## config.mk

```make
export PLATFORM = sky130hd
export DESIGN_NAME = red_pitaya_droplet_gen_flat
export DESIGN_NICKNAME = d
export VERILOG_FILES = /design/src/rtl/red_pitaya_droplet_gen_if.sv /design/src/rtl/red_pitaya_droplet_gen.sv /design/src/flat_wrapper.sv
export SDC_FILE = /design/constraint.sdc
export NUM_CORES = 1
export LEC_CHECK = 0
export ABC_CLOCK_PERIOD_IN_PS = 6600
export CORE_MARGIN = 1.5
export CORE_UTILIZATION = 30
export DETAILED_ROUTE_END_ITERATION = 10
export PLACE_DENSITY_LB_ADDON = 0.3
export SLEW_MARGIN = 20
export SYNTH_ARGS = -nofsm -noshare
export SYNTH_HDL_FRONTEND = slang
export SYNTH_SLANG_ARGS = --single-unit
export TNS_END_PERCENT = 10
```

## constraint.sdc

```tcl
create_clock -name adc_clk_i -period 6.6 [get_ports adc_clk_i]
set_clock_uncertainty 0.05 [all_clocks]
set_input_delay 0.66 -clock adc_clk_i [delete_from_list [all_inputs] [get_ports adc_clk_i]]
set_output_delay 0.66 -clock adc_clk_i [all_outputs]
set_load 0.05 [all_outputs]
```

## src/rtl/red_pitaya_droplet_gen_if.sv

```systemverilog
// System-bus bundle for the droplet generator register map.
// The bus master drives address, data and strobes; the generator returns read data and ack.
interface red_pitaya_droplet_gen_if;
    logic [31:0] sys_addr;
    logic [31:0] sys_wdata;
    logic [3:0]  sys_sel;
    logic        sys_wen;
    logic        sys_ren;
    logic [31:0] sys_rdata;
    logic        sys_err;
    logic        sys_ack;

    modport master (
        output sys_addr, sys_wdata, sys_sel, sys_wen, sys_ren,
        input  sys_rdata, sys_err, sys_ack
    );

    modport slave (
        input  sys_addr, sys_wdata, sys_sel, sys_wen, sys_ren,
        output sys_rdata, sys_err, sys_ack
    );
endinterface

```

## src/rtl/red_pitaya_droplet_gen.sv

```systemverilog
// Synthetic trapezoid droplet pulse generator with sort-trigger counting and latency capture.
// Optional amplitude jitter from a 16-bit LFSR is built when DROPLET_GEN_LFSR_EN is defined.
module red_pitaya_droplet_gen #(
    parameter int DWT = 14,
    parameter int MEM = 32
) (
    input  logic                  adc_clk_i,
    input  logic                  adc_rst_i,
    input  logic                  sort_trig_i,
    output logic signed [DWT-1:0] dac_o,
    output logic                  pulse_o,
    output logic [7:0]            debug,
    red_pitaya_droplet_gen_if.slave sys
);
    typedef enum logic [2:0] {
        ST_IDLE = 3'd0, ST_GAP = 3'd1, ST_RISE = 3'd2,
        ST_PLAT = 3'd3, ST_FALL = 3'd4, ST_DONE = 3'd5
    } state_t;

    localparam logic [MEM-1:0] ZERO_M = {MEM{1'b0}};
    localparam logic [MEM-1:0] ONE_M  = {{(MEM-1){1'b0}}, 1'b1};
    localparam logic [MEM-1:0] MAX_M  = {MEM{1'b1}};
    localparam logic signed [DWT+1:0] SAT_HI = {3'b000, {(DWT-1){1'b1}}};
    localparam logic signed [DWT+1:0] SAT_LO = {3'b111, {(DWT-1){1'b0}}};

    // Clamp a guard-bit result back into the signed DAC range.
    function automatic logic signed [DWT-1:0] sat_f(input logic signed [DWT+1:0] v);
        if (v > SAT_HI) begin
            return SAT_HI[DWT-1:0];
        end else if (v < SAT_LO) begin
            return SAT_LO[DWT-1:0];
        end else begin
            return v[DWT-1:0];
        end
    endfunction

    logic                  enable_r;
    logic signed [DWT-1:0] base_r, amp_r, base_sh_r, amp_sh_r, out_r;
    logic [DWT-1:0]        step_r, step_sh_r;
    logic [MEM-1:0]        width_r, gap_r, burst_r, width_sh_r, cnt_r, bcnt_r;
    logic [MEM-1:0]        emitted_r, trig_cnt_r, last_lat_r, lat_r;
    logic                  armed_r, trig_q_r, trig_d_r, pulse_r, ack_r;
    logic [7:0]            debug_r;
    logic [31:0]           rdata_r, rd_mux_s;
    state_t                state_r, state_n_s;
    logic signed [DWT-1:0] out_n_s, eff_amp_s, rise_sum_s, fall_dif_s;
    logic [MEM-1:0]        cnt_n_s, bcnt_n_s;
    logic                  latch_s, fall_end_s, abort_s, clr_s, trig_rise_s;
    logic                  gap_done_s, width_done_s, unused_s;

    assign clr_s       = sys.sys_wen && (sys.sys_addr[19:0] == 20'h00000) && sys.sys_wdata[1];
    assign trig_rise_s = trig_q_r && !trig_d_r;
    assign abort_s     = !enable_r && (state_r != ST_DONE);
    assign gap_done_s  = (gap_r == ZERO_M) || (cnt_r >= gap_r - ONE_M);
    assign width_done_s = (width_sh_r == ZERO_M) || (cnt_r >= width_sh_r - ONE_M);
    // Two guard bits: the step is unsigned full-width, so out +/- step can exceed one extra bit.
    assign rise_sum_s  = sat_f($signed({{2{out_r[DWT-1]}}, out_r}) + $signed({2'b00, step_sh_r}));
    assign fall_dif_s  = sat_f($signed({{2{out_r[DWT-1]}}, out_r}) - $signed({2'b00, step_sh_r}));

`ifdef DROPLET_GEN_LFSR_EN
    logic [15:0]    lfsr_r;
    logic [DWT-1:0] jit_r;

    // Galois form, taps 16,14,13,11.
    function automatic logic [15:0] lfsr_next_f(input logic [15:0] v);
        return {1'b0, v[15:1]} ^ (v[0] ? 16'hB400 : 16'h0000);
    endfunction

    assign eff_amp_s = sat_f($signed({{2{amp_r[DWT-1]}}, amp_r}) - $signed({2'b00, lfsr_r[DWT-1:0] & jit_r}));
    assign unused_s  = ^{sys.sys_sel, sys.sys_addr[31:20], lfsr_r[15:DWT]};

    // Jitter source advances once per droplet start; mask is bus-written.
    always_ff @(posedge adc_clk_i) begin
        if (adc_rst_i) begin
            lfsr_r <= 16'hACE1;
            jit_r  <= {DWT{1'b0}};
        end else begin
            if (latch_s) lfsr_r <= lfsr_next_f(lfsr_r);
            if (sys.sys_wen && (sys.sys_addr[19:0] == 20'h0001C)) jit_r <= sys.sys_wdata[DWT-1:0];
        end
    end
`else
    assign eff_amp_s = amp_r;
    assign unused_s  = ^{sys.sys_sel, sys.sys_addr[31:20]};
`endif

    // Next-state and next-sample logic for the trapezoid sequencer.
    always_comb begin
        state_n_s  = state_r;
        out_n_s    = out_r;
        cnt_n_s    = cnt_r;
        bcnt_n_s   = bcnt_r;
        latch_s    = 1'b0;
        fall_end_s = 1'b0;
        if (abort_s) begin
            state_n_s = ST_IDLE;
            out_n_s   = base_r;
        end else begin
            case (state_r)
                ST_IDLE: begin
                    out_n_s = base_r;
                    if (enable_r) begin
                        state_n_s = ST_GAP;
                        cnt_n_s   = ZERO_M;
                        bcnt_n_s  = ZERO_M;
                    end else begin
                        state_n_s = ST_IDLE;
                    end
                end
                ST_GAP: begin
                    out_n_s = base_r;
                    if (gap_done_s) begin
                        state_n_s = ST_RISE;
                        latch_s   = 1'b1;
                    end else begin
                        cnt_n_s = cnt_r + ONE_M;
                    end
                end
                ST_RISE: begin
                    if ((step_sh_r == {DWT{1'b0}}) || (rise_sum_s >= amp_sh_r)) begin
                        out_n_s   = amp_sh_r;
                        state_n_s = ST_PLAT;
                        cnt_n_s   = ZERO_M;
                    end else begin
                        out_n_s = rise_sum_s;
                    end
                end
                ST_PLAT: begin
                    if (width_done_s) begin
                        state_n_s = ST_FALL;
                    end else begin
                        cnt_n_s = cnt_r + ONE_M;
                    end
                end
                ST_FALL: begin
                    if ((step_sh_r == {DWT{1'b0}}) || (fall_dif_s <= base_sh_r)) begin
                        out_n_s    = base_sh_r;
                        fall_end_s = 1'b1;
                        bcnt_n_s   = bcnt_r + ONE_M;
                        cnt_n_s    = ZERO_M;
                        if ((burst_r != ZERO_M) && (bcnt_r + ONE_M == burst_r)) begin
                            state_n_s = ST_DONE;
                        end else begin
                            state_n_s = ST_GAP;
                        end
                    end else begin
                        out_n_s = fall_dif_s;
                    end
                end
                ST_DONE: begin
                    out_n_s = base_r;
                    if (!enable_r) begin
                        state_n_s = ST_IDLE;
                    end else begin
                        state_n_s = ST_DONE;
                    end
                end
                default: begin
                    state_n_s = ST_IDLE;
                    out_n_s   = base_r;
                end
            endcase
        end
    end

    // Sequencer state, sample, and registered status outputs.
    always_ff @(posedge adc_clk_i) begin
        if (adc_rst_i) begin
            state_r <= ST_IDLE;
            out_r   <= {DWT{1'b0}};
            cnt_r   <= ZERO_M;
            bcnt_r  <= ZERO_M;
            pulse_r <= 1'b0;
            debug_r <= 8'h01;
        end else begin
            state_r <= state_n_s;
            out_r   <= out_n_s;
            cnt_r   <= cnt_n_s;
            bcnt_r  <= bcnt_n_s;
            pulse_r <= (state_n_s == ST_RISE) || (state_n_s == ST_PLAT) || (state_n_s == ST_FALL);
            debug_r <= 8'h01 << state_n_s;
        end
    end

    // Per-droplet shadow copies so mid-pulse writes only affect the next droplet.
    always_ff @(posedge adc_clk_i) begin
        if (adc_rst_i) begin
            base_sh_r  <= {DWT{1'b0}};
            amp_sh_r   <= 14'sd1000;
            step_sh_r  <= {DWT{1'b0}};
            width_sh_r <= 32'd1250;
        end else if (latch_s) begin
            base_sh_r  <= base_r;
            amp_sh_r   <= eff_amp_s;
            step_sh_r  <= step_r;
            width_sh_r <= width_r;
        end
    end

    // Sort-trigger edge counting and droplet-end to trigger latency capture.
    always_ff @(posedge adc_clk_i) begin
        if (adc_rst_i) begin
            trig_q_r   <= 1'b0;
            trig_d_r   <= 1'b0;
            lat_r      <= ZERO_M;
            armed_r    <= 1'b0;
            emitted_r  <= ZERO_M;
            trig_cnt_r <= ZERO_M;
            last_lat_r <= ZERO_M;
        end else begin
            trig_q_r <= sort_trig_i;
            trig_d_r <= trig_q_r;
            if (fall_end_s) lat_r <= ZERO_M;
            else if (lat_r != MAX_M) lat_r <= lat_r + ONE_M;
            if (fall_end_s) armed_r <= 1'b1;
            else if (trig_rise_s) armed_r <= 1'b0;
            if (clr_s) emitted_r <= ZERO_M;
            else if (fall_end_s) emitted_r <= emitted_r + ONE_M;
            if (clr_s) trig_cnt_r <= ZERO_M;
            else if (trig_rise_s) trig_cnt_r <= trig_cnt_r + ONE_M;
            if (clr_s) last_lat_r <= ZERO_M;
            else if (trig_rise_s && armed_r) last_lat_r <= lat_r;
        end
    end

    // Register read decode; unmapped addresses return zero.
    always_comb begin
        rd_mux_s = 32'h0000_0000;
        case (sys.sys_addr[19:0])
            20'h00000: rd_mux_s = {31'd0, enable_r};
            20'h00004: rd_mux_s = {{(32-DWT){1'b0}}, base_r};
            20'h00008: rd_mux_s = {{(32-DWT){1'b0}}, amp_r};
            20'h0000C: rd_mux_s = {{(32-DWT){1'b0}}, step_r};
            20'h00010: rd_mux_s = 32'(width_r);
            20'h00014: rd_mux_s = 32'(gap_r);
            20'h00018: rd_mux_s = 32'(burst_r);
`ifdef DROPLET_GEN_LFSR_EN
            20'h0001C: rd_mux_s = {{(32-DWT){1'b0}}, jit_r};
`endif
            20'h00100: rd_mux_s = 32'(emitted_r);
            20'h00104: rd_mux_s = 32'(trig_cnt_r);
            20'h00108: rd_mux_s = 32'(last_lat_r);
            20'h0010C: rd_mux_s = {29'd0, state_r};
            default:   rd_mux_s = 32'h0000_0000;
        endcase
    end

    // Bus register writes, read data and single-cycle ack.
    always_ff @(posedge adc_clk_i) begin
        if (adc_rst_i) begin
            enable_r <= 1'b0;
            base_r   <= {DWT{1'b0}};
            amp_r    <= 14'sd1000;
            step_r   <= {DWT{1'b0}};
            width_r  <= 32'd1250;
            gap_r    <= 32'd12500;
            burst_r  <= ZERO_M;
            ack_r    <= 1'b0;
            rdata_r  <= 32'h0000_0000;
        end else begin
            ack_r <= sys.sys_wen || sys.sys_ren;
            if (sys.sys_ren) rdata_r <= rd_mux_s;
            if (sys.sys_wen) begin
                case (sys.sys_addr[19:0])
                    20'h00000: enable_r <= sys.sys_wdata[0];
                    20'h00004: base_r   <= sys.sys_wdata[DWT-1:0];
                    20'h00008: amp_r    <= sys.sys_wdata[DWT-1:0];
                    20'h0000C: step_r   <= sys.sys_wdata[DWT-1:0];
                    20'h00010: width_r  <= MEM'(sys.sys_wdata);
                    20'h00014: gap_r    <= MEM'(sys.sys_wdata);
                    20'h00018: burst_r  <= MEM'(sys.sys_wdata);
                    default:   ;
                endcase
            end
        end
    end

    assign dac_o         = out_r;
    assign pulse_o       = pulse_r;
    assign debug         = debug_r;
    assign sys.sys_rdata = rdata_r;
    assign sys.sys_ack   = ack_r;
    assign sys.sys_err   = 1'b0;
endmodule

```

## src/flat_wrapper.sv

```systemverilog
// flat-port wrapper written by rule: the top's interface ports become plain ports
module red_pitaya_droplet_gen_flat 
#(
    parameter int DWT = 14,
    parameter int MEM = 32
)
  (adc_clk_i, adc_rst_i, sort_trig_i, dac_o, pulse_o, debug, sys_sys_addr, sys_sys_wdata, sys_sys_sel, sys_sys_wen, sys_sys_ren, sys_sys_rdata, sys_sys_err, sys_sys_ack);
  red_pitaya_droplet_gen_if sys_i ();
  input  logic adc_clk_i;
  input  logic adc_rst_i;
  input  logic sort_trig_i;
  output logic signed [DWT-1:0] dac_o;
  output logic pulse_o;
  output logic [7:0] debug;
  input wire logic [$bits(sys_i.sys_addr)-1:0] sys_sys_addr;
  input wire logic [$bits(sys_i.sys_wdata)-1:0] sys_sys_wdata;
  input wire logic [$bits(sys_i.sys_sel)-1:0] sys_sys_sel;
  input wire logic [$bits(sys_i.sys_wen)-1:0] sys_sys_wen;
  input wire logic [$bits(sys_i.sys_ren)-1:0] sys_sys_ren;
  output wire logic [$bits(sys_i.sys_rdata)-1:0] sys_sys_rdata;
  output wire logic [$bits(sys_i.sys_err)-1:0] sys_sys_err;
  output wire logic [$bits(sys_i.sys_ack)-1:0] sys_sys_ack;
  assign sys_i.sys_addr = sys_sys_addr;
  assign sys_i.sys_wdata = sys_sys_wdata;
  assign sys_i.sys_sel = sys_sys_sel;
  assign sys_i.sys_wen = sys_sys_wen;
  assign sys_i.sys_ren = sys_sys_ren;
  assign sys_sys_rdata = sys_i.sys_rdata;
  assign sys_sys_err = sys_i.sys_err;
  assign sys_sys_ack = sys_i.sys_ack;
  red_pitaya_droplet_gen #(.DWT(DWT), .MEM(MEM)) u_core (.adc_clk_i(adc_clk_i), .adc_rst_i(adc_rst_i), .sort_trig_i(sort_trig_i), .dac_o(dac_o), .pulse_o(pulse_o), .debug(debug), .sys(sys_i));
endmodule
```

---- Word-level counts from Yosys, hierarchy flattened ----
Cells that the tools add are included.
storage, ports and cells
  word-level logic and storage cells ...... 141
  flip-flop bits (word level) ............. 467
  input port bits ......................... 73
cells by class
  shift operators ......................... 1
  mux-type cells .......................... 34
  equality and inequality tests ........... 27
  bitwise gates (word level) .............. 1
  reductions and logical operators ........ 35
  order comparisons ....................... 8
  add/subtract/negate cells ............... 9
operators with widths
  operator                                                         number
  one-hot mux 32 bit (11 select lines)                             1
  two-way mux 32 bit                                               6
  adder 32 x 1 -> 32 bit, second input constant                    5
  one-hot mux 32 bit (5 select lines)                              1
  two-way mux 14 bit                                               7
  equality test 20 x 9 -> 1 bit, second input constant             4
  greater-or-equal comparator 32 bit                               2
  logical NOT 32 bit                                               2
  one-hot mux 32 bit (2 select lines)                              1
  subtractor 32 x 1 -> 32 bit, second input constant               2
  equality test 20 x 5 -> 1 bit, second input constant             3
  one-hot mux 14 bit (3 select lines)                              1
  equality test 20 x 4 -> 1 bit, second input constant             2
  equality test 32 bit                                             1
  greater-than comparator 16 x 14 -> 1 bit, second input constant  2
  < comparator 16 x 14 -> 1 bit, second input constant             2
  inequality test 32 bit, second input constant                    1
  nonzero test 32 bit                                              1
  two-way mux 3 bit                                                7
  equality test 20 x 3 -> 1 bit, second input constant             1
  logical NOT 20 bit                                               1
  one-hot mux 3 bit (6 select lines)                               1
  adder 14 x 15 -> 16 bit                                          1
  subtractor 14 x 15 -> 16 bit                                     1
  other kinds (22)                                                 59

---- Logic depth before layout (Yosys ltp) ----
  depth after elaboration ................. 12
  gate-level depth with buffers ........... 25

---- Worst setup path after synthesis ----
No wires, ideal clock.
  path type ............................... reg2reg
  start point ............................. register u_core.out_r[9], in the netlist u_core.dac_o[9]
  end point ............................... register u_core.cnt_r[27]
  library setup time ...................... 0.070 ns
  path buffers ............................ 2
  slack ................................... 1.045 ns
  data arrival time ....................... 5.434 ns
  clock period less this slack ............ 5.555 ns
  cell stages (with the launch flop) ...... 21
  path through ............................ dfxtp_1 ha_1 clkbuf_1 nor3_1 o311ai_0 a21oi_1 mux2_2 a21oi_1 o22a_1 buf_1 o21ai_0 ha_1 nand2_1 nor4_1 a41o_1 and4b_1 o21ai_0 a32oi_1 a211oi_2 or4b_1 a21oi_1
between the ends
  longest elaborated chain between the ends .. 8
ends and longest elaborated chain
  element                                                                                       line                                                          source
  from (decl)                                                                                   red_pitaya_droplet_gen.sv:38                                  logic signed [DWT-1:0] base_r, amp_r, base_sh_r, amp_sh_r, out_r;
  from (signal assigned)                                                                        red_pitaya_droplet_gen.sv:170                                 out_r <= {DWT{1'b0}};
  from (signal assigned)                                                                        red_pitaya_droplet_gen.sv:177                                 out_r <= out_n_s;
  adder 14 x 15 -> 16 bit / subtractor 14 x 15 -> 16 bit (equally long branches)                red_pitaya_droplet_gen.sv:57, red_pitaya_droplet_gen.sv:58
  < comparator 16 x 14 -> 1 bit                                                                 red_pitaya_droplet_gen.sv:30                                  end else if (v < SAT_LO) begin
  two-way mux 14 bit                                                                            red_pitaya_droplet_gen.sv:30
  two-way mux 14 bit                                                                            red_pitaya_droplet_gen.sv:28                                  if (v > SAT_HI) begin
  greater-or-equal comparator 14 bit / less-or-equal comparator 14 bit (equally long branches)  red_pitaya_droplet_gen.sv:120, red_pitaya_droplet_gen.sv:136
  logical OR 1 bit (on tied branches)                                                           red_pitaya_droplet_gen.sv:120, red_pitaya_droplet_gen.sv:136
  inequality test 2 x 1 -> 1 bit (no line)                                                      -
  AND reduction 7 bit (no line) (*)                                                             -
  to (signal assigned)                                                                          red_pitaya_droplet_gen.sv:178                                 cnt_r <= cnt_n_s;
  to (decl)                                                                                     red_pitaya_droplet_gen.sv:40                                  logic [MEM-1:0] width_r, gap_r, burst_r, width_sh_r, cnt_r, bcnt_r;
Every way passes the cells marked *; elsewhere a longest branch is shown, timed or not.
A chain may end at the register's enable or synchronous reset.

---- Worst setup path after layout ----
  start point ............................. register u_core.step_sh_r[2]
  end point ............................... register u_core.cnt_r[29]
between the ends
  longest elaborated chain between the ends .. 8
ends and longest elaborated chain
  element                                                                                       line                                                          source
  from (decl)                                                                                   red_pitaya_droplet_gen.sv:39                                  logic [DWT-1:0] step_r, step_sh_r;
  from (signal assigned)                                                                        red_pitaya_droplet_gen.sv:190                                 step_sh_r <= {DWT{1'b0}};
  from (signal assigned)                                                                        red_pitaya_droplet_gen.sv:195                                 step_sh_r <= step_r;
  adder 14 x 15 -> 16 bit / subtractor 14 x 15 -> 16 bit (equally long branches)                red_pitaya_droplet_gen.sv:57, red_pitaya_droplet_gen.sv:58
  < comparator 16 x 14 -> 1 bit                                                                 red_pitaya_droplet_gen.sv:30
  two-way mux 14 bit                                                                            red_pitaya_droplet_gen.sv:30
  two-way mux 14 bit                                                                            red_pitaya_droplet_gen.sv:28
  greater-or-equal comparator 14 bit / less-or-equal comparator 14 bit (equally long branches)  red_pitaya_droplet_gen.sv:120, red_pitaya_droplet_gen.sv:136
  logical OR 1 bit (on tied branches)                                                           red_pitaya_droplet_gen.sv:120, red_pitaya_droplet_gen.sv:136
  inequality test 2 x 1 -> 1 bit (no line)                                                      -
  AND reduction 7 bit (no line) (*)                                                             -
Marks and branches as above.

==> impl_results.md <==
- Synth area leaders: dfxtp_1 (36%), nand2_1 (7.2%), ha_1 (6.3%)
- PD cells: 202 nW/um^2
- Sequential share of power: 46.1%
- WL final: 89.2 mm
- Nets: 3551
- Comb power frac: 2.6%
- CP arrival: 6720 ps
- Wire length per cell: 19.6 um
- Overall Global Routing Usage: 19.5%
- Final worst slack: 385 ps
- Final hold violations: 0
- DP HPWL: 65.8 mm
- Area Overhead vs Synth: 16.2%
- Status: complete, no violations
- CP endpoint kind: flip-flop
- Synth async-reset ratio: 0%
- Unrepaired setup endpoints after global routing: false
- Vias in the first global route: 22300
- Worst min path class: flip-flop to flip-flop
- First-pass detailed-route iteration total: 6
- MaxCap Viol Count: 0
- Largest net degree at the start of global routing: 97
- Tightest Pin Transition: 1100 ps
- Initial Util: 30.2%
- First-pass GRT wire length: 137 mm
- Syn Inst Count: 3301
- Delay-heaviest family, CP: compound AO/OA/AOI/OAI gates
- Fill cell count: 9042
- RePlAce Congestion: 0.921
- Sequential fraction of the synthesis area: 35.7%
- Post_cts resized: 0
- Mean cell area of the mapped netlist: 7.92 um^2
- Final instance area: 30400 um^2
- Synth warnings: 0
- Commonest cells after routing, fill and taps aside: nand2_1 (501), dfxtp_1 (467), nor2_1 (340)
- Clk sinks: 467
- Hold Crit Depth: 2
- Clk buf depth: 3
- Slew Limit Fails: 0
- Fmax: 0.161 GHz
- Relative slew slack: 26.1%
- Sw power: 0.00145 W
- Tcrit/Tclk final: 94.2%
- Highest-delay cell along the critical path: a2111oi_1
- Bufs and invs on worst path: 3
- Crit-path max FO: 15
- R2R setup slack: 390 ps
- Fraction of layout cells with a size suffix above 1: 5.99%
- Clock-pin slew on the worst setup and hold paths: 60 ps
- R2r startpoint: u_core.step_sh_r[2]
- Number of synthesized register bits: 467
- Clock power share: 51.3%
- CP peak stage delay: 570 ps
- Die ar.: 89000 um^2
- Final setup vio count: 0
- Vias per inst: 5.29
- Ys flop type: dfxtp_1
- Overflow after GRT: 0
- Switching Share: 23.6%
- Setup slack after placement: 464 ps
- H-tree depth: 2
- FF/Latch Area: 9350 um^2
- Finished Layout Cells: 4545
- Library cells used by synthesis: 86
- Hold path endpoint: u_core.last_lat_r[10]
- Dpl cell area: 28500 um^2
- Share of the synthesized area in the top cell type: 35.7%
- Tot Pwr: 0.00613 W
- Placed Cells: 4444
- # Post-CTS Setup Buffers: 0
- R2r worst-path depth: 22
- Min cycle time layout: 6210 ps
- Via Count: 24000
- EDFF count, synth: 0
- Total Neg Setup Slack: 0 ps
- IO Port Bufs: 112
- Area of the multi-input gates: 15800 um^2
- Startpoint Class: flip-flop
- Crit-path cells: inv_1 -> ha_1 -> nand2b_1 -> a2111oi_1 -> o311ai_0 -> a31o_2 -> nand3_1 -> a22o_1 -> nand2b_1 -> nand2_1 -> ha_1 -> nand2_1 -> nor4_1 -> a41o_1 -> and4b_1 -> o21ai_0 -> buf_4 -> a32o_1 -> o21ai_1 -> buf_4 -> or4_1 -> a21oi_1
- Post-DRT Antenna Nets: 0
- Crit Path Category: flip-flop to flip-flop
- DRT iter0 DRCs: 1934
- Root buf cell: clkbuf_16
- Core area: 86600 um^2
- Maximum vdd ir drop: 0.205 mV
- DIE HEIGHT: 298 um
- Hold_sp: u_core.last_lat_r[10]
- Crit path launch: u_core.step_sh_r[2]
- Remaining DRCs: 0
- CTS hold repair buffers: 0
- Initial antenna violation count: 0
- Ports: 130
- R2R Path End: u_core.cnt_r[29]
- Die X: 298 um
- P_int: 0.00468 W
- Post-synthesis cell area: 26200 um^2
- Rows: 108
- Total CTS buffers: 53
- Critical path required time: 7100 ps
- Post-synth top area cell: dfxtp_1
- Clk Latency, worst-skew pair: 640 ps
- Commonest non-fill, non-tap cell in the layout: nand2_1
- Leak: 10.7 nW
- CTS tree: done
worst max path at each step:
stage                       endpoint  slack (ps)  cells past startpoint
floorplan           u_core.cnt_r[27]        1050                     20
global placement    u_core.cnt_r[28]         470                     22
detailed placement  u_core.cnt_r[15]         460                     20
CTS                 u_core.cnt_r[15]         410                     20
global route         u_core.cnt_r[6]          30                     22
finish              u_core.cnt_r[29]         390                     22
Yosys cell counts, types with 7 or more instances:
master,n
buf_1,11
nand2_1,501
or2_2,9
nand2b_1,16
a2111oi_0,8
a211o_1,7
or3_1,36
a211oi_1,18
o31a_1,11
nand3b_1,17
ha_1,132
o2111ai_1,15
buf_2,16
nor3_1,55
nor2_1,341
or4_1,17
o221ai_1,21
a221oi_1,15
o211ai_1,22
and3_1,34
inv_1,96
a31oi_1,15
clkbuf_1,159
a21o_1,23
o31ai_1,23
a21oi_1,313
xnor2_1,121
o21a_1,13
and2_1,13
dfxtp_1,467
nand4_1,55
a22oi_1,73
xor2_1,101
nor2b_1,55
nand3_1,109
nor4_1,42
and4_1,16
mux2i_1,98
o21ai_0,98
metrics by stage:
stage / util, % / hold slack, ps
6_report: 35.1 / 405
2_1_floorplan: - / 383
3_3_place_gp: 32.9 / 394
5_1_grt: 35.1 / 425
3_5_place_dp: 32.9 / 397
4_1_cts: 35.1 / 407
cell type report:
| class | instances | share of cell area (%) |
|---|---|---|
| multi-input cells | 2550 | 51.9 |
| flip-flops and latches | 467 | 30.8 |
| repair buffers | 176 | 5.35 |
| clock buffers | 70 | 4.81 |
| well taps | 1155 | 4.76 |
| clock inverters | 30 | 1.25 |
| inverters | 96 | 1.19 |
| diodes | 1 | 0.00824 |
tightest hold or removal path, delay by kind of cell, from the launching register on:
| kind | cells | cell delay [ps] |
|---|---|---|
| simple gates | 1 | 50 |
| compound gates | 1 | 50 |
| flops | 1 | 310 |
kinds of logic after synthesis:
| kind of cell | synth area share, % |
|---|---|
| AOI/OAI and AO/OA | 18.1 |
| xor gates and xnor gates | 7.43 |
| adders and majority gates | 6.47 |
| buffers and inverters | 4.25 |
| DFF | 35.7 |
| muxes | 4.01 |
| other | 0.0143 |
| and+or+nand+nor | 24.0 |
routing by layer:
| metal | GRT usage (%) | part of all wire, % | vias to the layer above |
|---|---|---|---|
| met2 | 30.5 | 45 | 696 |
| met1 | 28.0 | 48 | 11500 |
| met3 | 2.67 | 5.8 | 90 |
| met4 | 4.71 | 2.2 | 0 |
| met5 | 0 | 0 | - |
| li1 | - | - | 11800 |
power by group through the flow:
| stage | Clock, W | Combinational [W] | Sequential [W] |
|---|---|---|---|
| after floorplan | 0 | 0.0000664 | 0.00289 |
| after global placement | 0 | 0.000159 | 0.00289 |
| after detailed placement | 0 | 0.000159 | 0.00289 |
| after CTS | 0.00322 | 0.000159 | 0.00282 |
| after global routing | 0.00333 | 0.000169 | 0.00282 |
| final | 0.00314 | 0.000161 | 0.00283 |
No activity file was read; power rests on OpenSTA's default activity.
